## src/rtl/mem_port_arbiter.sv

```systemverilog
// Arbiter/sequencer for the unified single-ported memory shared by fetch (IF) and data (MEM).
// One access at a time, held WAIT_CYCLES cycles, completed by a one-cycle ready pulse.
module mem_port_arbiter #(
  parameter int unsigned ADDR_W      = 32,
  parameter int unsigned DATA_W      = 32,
  parameter int unsigned WAIT_CYCLES = 2
) (
  input  logic              clk,
  input  logic              rst_n,
  input  logic              if_req,
  input  logic [ADDR_W-1:0] if_addr,
  input  logic              if_flush,
  output logic [DATA_W-1:0] if_rdata,
  output logic              if_ready,
  input  logic              mem_req,
  input  logic              mem_we,
  input  logic [ADDR_W-1:0] mem_addr,
  input  logic [DATA_W-1:0] mem_wdata,
  output logic [DATA_W-1:0] mem_rdata,
  output logic              mem_ready,
  output logic              ram_en,
  output logic              ram_we,
  output logic [ADDR_W-1:0] ram_addr,
  output logic [DATA_W-1:0] ram_wdata,
  input  logic [DATA_W-1:0] ram_rdata
);

  typedef enum logic [1:0] {StIdle, StBusyIf, StBusyMem} state_e;

  localparam logic [3:0] CntLast = 4'(WAIT_CYCLES - 1);

  state_e            state_q, state_d;
  logic [3:0]        cnt_q;
  logic              drop_q;
  logic [ADDR_W-1:0] addr_q;
  logic              we_q;
  logic [DATA_W-1:0] wdata_q;
  logic [DATA_W-1:0] if_rdata_q, mem_rdata_q;
  logic              if_ready_q, mem_ready_q;

  logic grant_mem, grant_if, last;

  // A requester whose ready pulse is showing still has its stale request up; mask it.
  assign grant_mem = mem_req & ~mem_ready_q;
  assign grant_if  = ~grant_mem & if_req & ~if_ready_q;
  assign last      = (cnt_q == CntLast);

  always_ff @(posedge clk or negedge rst_n) begin
    if (!rst_n) begin
      state_q <= StIdle;
    end else begin
      state_q <= state_d;
    end
  end

  always_comb begin
    state_d = state_q;
    unique case (state_q)
      StIdle: begin
        if (grant_mem) begin
          state_d = StBusyMem;
        end else if (grant_if) begin
          state_d = StBusyIf;
        end
      end
      StBusyIf, StBusyMem: begin
        if (last) state_d = StIdle;
      end
      default: state_d = StIdle;
    endcase
  end

  always_comb begin
    ram_en = 1'b0;
    ram_we = 1'b0;
    if (state_q != StIdle) begin
      ram_en = 1'b1;
      ram_we = we_q;
    end
  end

  always_ff @(posedge clk or negedge rst_n) begin
    if (!rst_n) begin
      cnt_q       <= '0;
      drop_q      <= 1'b0;
      addr_q      <= '0;
      we_q        <= 1'b0;
      wdata_q     <= '0;
      if_rdata_q  <= '0;
      mem_rdata_q <= '0;
      if_ready_q  <= 1'b0;
      mem_ready_q <= 1'b0;
    end else begin
      if_ready_q  <= 1'b0;
      mem_ready_q <= 1'b0;
      case (state_q)
        StIdle: begin
          cnt_q <= '0;
          if (grant_mem) begin
            addr_q  <= mem_addr;
            we_q    <= mem_we;
            wdata_q <= mem_wdata;
          end else if (grant_if) begin
            addr_q <= if_addr;
            we_q   <= 1'b0;
            drop_q <= if_flush;
          end
        end
        StBusyIf: begin
          cnt_q <= cnt_q + 4'd1;
          if (last) begin
            cnt_q  <= '0;
            drop_q <= 1'b0;
            // The memory access always runs to completion; a flush only hides its result.
            if (!(drop_q | if_flush)) begin
              if_rdata_q <= ram_rdata;
              if_ready_q <= 1'b1;
            end
          end else if (if_flush) begin
            drop_q <= 1'b1;
          end
        end
        StBusyMem: begin
          cnt_q <= cnt_q + 4'd1;
          if (last) begin
            cnt_q       <= '0;
            mem_ready_q <= 1'b1;
            if (!we_q) mem_rdata_q <= ram_rdata;
          end
        end
        default: cnt_q <= '0;
      endcase
    end
  end

  assign if_rdata  = if_rdata_q;
  assign if_ready  = if_ready_q;
  assign mem_rdata = mem_rdata_q;
  assign mem_ready = mem_ready_q;
  assign ram_addr  = addr_q;
  assign ram_wdata = wdata_q;

endmodule
```

## config.mk

```make
export PLATFORM = sky130hd
export DESIGN_NAME = mem_port_arbiter
export DESIGN_NICKNAME = d
export VERILOG_FILES = /design/src/rtl/mem_port_arbiter.sv
export SDC_FILE = /design/constraint.sdc
export NUM_CORES = 1
export LEC_CHECK = 0
export CELL_PAD_IN_SITES_DETAIL_PLACEMENT = 1
export CELL_PAD_IN_SITES_GLOBAL_PLACEMENT = 1
export CORE_MARGIN = 2
export CORE_UTILIZATION = 35
export DETAILED_ROUTE_END_ITERATION = 12
export GPL_TIMING_DRIVEN = 1
export PLACE_DENSITY = 0.88
export SLEW_MARGIN = 20
export SYNTH_ARGS = -nofsm -noshare
export SYNTH_HDL_FRONTEND = slang
export SYNTH_SLANG_ARGS = --single-unit
```

## constraint.sdc

```tcl
create_clock -name clk -period 3.3 [get_ports clk]
set_clock_uncertainty 0.15 [all_clocks]
set_input_delay 0.66 -clock clk [delete_from_list [all_inputs] [get_ports clk]]
set_output_delay 0.66 -clock clk [all_outputs]
set_load 0.02 [all_outputs]
```

* Yosys cells after proc, flatten, opt, wreduce, memory -nomap -nowiden
Cells that the tools add are included.
Operators by class: reduce and logical (&&, ||, !) cells 11, add/subtract/negate cells 1, equality and inequality tests 8, muxes and demuxes 22, bitwise logic cells 9
Operators with widths (count):
- $mux W32 | 2
- $mux W1 | 13
- $mux W4 | 2
- $mux W2 | 3
- $ne A3 B3 Y1 const B | 2
- $reduce_and A2 Y1 | 3
- $reduce_and A3 Y1 | 2
- $reduce_bool A2 Y1 | 3
- $not A1 Y1 | 5
- $add A4 B1 Y4 const B | 1
- $eq A4 B1 Y1 const B | 1
- $ne A2 B2 Y1 const B | 2
- $pmux W2 S2 | 1
- $reduce_and A4 Y1 | 1
- $and A1 B1 Y1 | 3
- $eq A2 B1 Y1 const B | 1
- $eq A2 B2 Y1 const B | 1
- $logic_not A2 Y1 | 1
- $ne A2 B1 Y1 const B | 1
- $pmux W1 S2 | 1
- $reduce_or A2 Y1 | 1
- $or A1 B1 Y1 | 1
Storage, ports and cells: logic and storage cells 61, bits in registers 138

* Logic depth before layout (Yosys ltp)
depth after elaboration 8, depth in mapped cells 7

* Least setup slack after synthesis
No wires, ideal clock.
kind input to register, start in mem_req, end reg addr_q[10] (netlist: ram_addr[10]), setup slack 1.116 ns, required time 3.025 ns, cell stages on the path 5, arrival 1.909 ns, buffers on the path 2, cells stage by stage nor2b_1 -> buf_2 -> buf_1 -> mux2_2 -> mux2_2
On the way: longest elaborated chain between the ends 6
Ends and longest elaborated chain:
- from (decl) | line 15 | input logic mem_req,
- $and A1 B1 Y1 (*) | line 44 | assign grant_mem = mem_req & ~mem_ready_q;
- $not A1 Y1 | line 45 | assign grant_if = ~grant_mem & if_req & ~if_ready_q;
- $and A1 B1 Y1 (2 in a row) | line 45
- $reduce_bool A2 Y1 (no line)
- $reduce_and A2 Y1 (no line)
- to (signal assigned) | line 100 | addr_q <= mem_addr;
- to (signal assigned) | line 104 | addr_q <= if_addr;
- to (decl) | line 35 | logic [ADDR_W-1:0] addr_q;
Mark *: on every way between the ends. The rest lies on a longest branch, timed or not. A chain may end at the register's enable or synchronous reset.

* Worst setup path in the final report
start reg state_q[0], end out ram_en
On the way: longest elaborated chain between the ends 2
Ends and longest elaborated chain:
- from (decl) | line 32 | state_e state_q, state_d;
- from (signal assigned) | line 50 | state_q <= StIdle;
- from (signal assigned) | line 52 | state_q <= state_d;
- $reduce_bool A2 Y1 | line 76 | if (state_q != StIdle) begin
- $mux W1 | line 76
- to (decl) | line 21 | output logic ram_en,
Every way passes these cells.

==> results.md <==
- WL final: 17.5 mm
- Clock Path Buffers: 2
- 1st-pass router iterations: 3
- R2R Path Start: cnt_q[1]
- Root Driver: clkbuf_16
- Run status: finished, final reports clean
- Worst-Margin Slew: 488 ps
- GRT Total Usage: 0.209
- Routed Antenna Nets: 0
- Hold_buf cts: 0
- Worst-case reg-to-reg path depth: 6
- Setup tns final: 0 ps
- Cell Pwr Density: 1030 nW/um^2
- Share of post-route cells with drive strength above 1: 0.311
- H-tree Lvls: 4
- Area grow syn2layout: 61.4%
- Crit. End Element: output pin
- Vias: 4,134
- Slew headroom: 0.675
- Startpoint Class: register
- CORE AREA: 15,900 um^2
- Worst VDD drop: 0.543 mV
- Synth unique cells: 29
- Vias in the first global route: 4,933
- Final Slew Violations: 0
- Crit path max fanout: 6
- DP HPWL: 13.1 mm
- Hold Fails Final Rpt: 0
- Syn Nets: 502
- Antenna violations before repair: 0
- R2r setup slk: 900 ps
- Ant. Diodes: 0
- Hold_ws: 24.5 ps
- Number of synthesized flops with an enable pin: 0
- Synthesized area: 5690 um^2
- Post-CTS Setup Bufs: 0
- Max-cap violations: 0
- Final setup viols: 0
- YS warnings: 0
- Fin nets: 775
- Seq cells post-synth: 138
- Required time of the worst setup path: 2490 ps
- Worst EP arrival: 2010 ps
- Worst min path class: in2async
- IO Count: 266
- Port bufs: 265
- Crit Path Category: reg2out
- LEAKAGE: 0.00384 uW
- Sink Count: 138
- Largest net degree at the start of global routing: 59
- Cell row count: 46
- Ys async rst share: 1.00
- Period minus WS final: 2820 ps
- Avg WL per Cell: 20.2 um
- Fin crit share: 0.855
- First-pass GRT wire length: 27.9 mm
- RR Endpoint: mem_rdata[17]
- Initial Utilization: 0.358
- Die X: 131 um
- Fmax achieved: 354 MHz
- Worst skew pair latency: 420 ps
- Post-route DRC: 0
- DIE AREA: 17,300 um^2
- 1st-iter DRT viols: 96
- Final GP Congestion: 0.802
- Total CTS buffers: 17
- Via density: 4.78
- CTS clk-pin slew, worst paths: 60 ps
- CTS tree: yes
- Post-cts resize count: 0
- Ys flop type: dfrtp_1
- Mapped Avg Cell Area: 15.7 um^2
- RSZ-0062 raised after global routing: false
- Synth Instances: 363
- Filler cells: 1,564
- Grt total ovfl: 0
- Register area share after synthesis: 0.607
- Die Y: 131 um
-- registers in the layout, indices dropped and copies added (netlist names) --
signal	cells
if_ready	1
ram_wdata	32
state_q	2
if_rdata	32
drop_q	1
mem_ready	1
cnt_q	4
we_q	1
mem_rdata	32
ram_addr	32
-- layout make-up --
type	instances	area (um^2)	area share
clock inverter	11	119	0.0129
sequential	138	3450	0.376
timing repair buffer	272	2730	0.297
multi-input combinational	198	2090	0.228
tap	216	270	0.0294
clock buffer	21	480	0.0523
inverter	9	33.8	0.00368
-- Yosys cell counts, types with 2 or more instances --
cell	instances	area [um^2]
buf_1	2	7.51
nand2b_1	2	12.5
inv_1	9	33.8
ha_1	5	62.6
nand3_1	2	10.0
mux2_1	2	22.5
a21oi_1	3	15.0
xnor2_1	2	17.5
dfrtp_1	138	3450
nor2_1	6	22.5
mux2_2	158	1780
buf_2	10	50.1
and2_1	2	12.5
buf_6	6	67.6
nand2_1	2	7.51
-- power by group --
group	internal, uW	switching (uW)
combinational	2380	2130
clock	1190	727
sequential	2530	477
-- how the worst max path moves through the flow --
stage          startpoint            to  depth (start not counted)
2_1_floorplan     mem_req  ram_addr[10]                          5
3_3_place_gp       if_req   ram_addr[5]                          5
3_5_place_dp       if_req  ram_addr[11]                          5
4_1_cts        state_q[0]        ram_en                          4
5_1_grt        state_q[0]        ram_en                          4
6_report       state_q[0]        ram_en                          4
-- kinds of logic (layout without fill, tap and decap cells) --
family | count (synthesis) | in the layout | share of synthesized area
buffers and inverters | 27 | 313 | 0.0279
xor gates and xnor gates | 2 | 2 | 0.00308
DFF | 138 | 138 | 0.607
and+or+nand+nor | 21 | 21 | 0.0220
adders and majority gates | 5 | 5 | 0.0110
AOI/OAI and AO/OA | 10 | 10 | 0.0121
muxes | 160 | 160 | 0.317
-- placed cells by master, fill, tap and decap left out, types with 2 or more instances in the layout --
cell type,count
clkdlybuf4s50_1,264
mux2_2,158
dfrtp_1,138
clkbuf_16,17
inv_1,9
nor2_1,6
ha_1,5
buf_4,5
clkbuf_8,4
clkinvlp_4,4
clkinv_2,4
nand2_1,2
xnor2_1,2
nand3_1,2
and2_1,2
mux2_1,2
nand2b_1,2
a21oi_1,2
bufinv_16,2
buf_12,2
-- critical path: stages (launching register included) --
cell and delay (ps):
dfrtp_1 360, inv_1 70, ha_1 270, inv_1 220
clkdlybuf4s50_1 670
-- per-stage QoR --
step / instances / worst slack, ps / area (um^2) / power [uW] / util
after global placement: 833 / 715 / 8580 / 7320 / 0.540
after detailed placement: 833 / 621 / 8580 / 7570 / 0.540
after floorplan: 363 / 1120 / 5690 / 5250 / -
after CTS: 865 / 456 / 9180 / 9550 / 0.578
after global routing: 865 / 394 / 9180 / 9920 / 0.578
final: 865 / 479 / 9180 / 9430 / 0.578
-- metal layers --
layer / vias up / wire (um) / GRT usage
met5: - / 0 / 0
met2: 177 / 9560 / 0.386
met4: 0 / 329 / 0.0682
li1: 1833 / - / -
met3: 24 / 1360 / 0.0872
met1: 2100 / 6230 / 0.212
No activity file was read; power rests on OpenSTA's default activity.
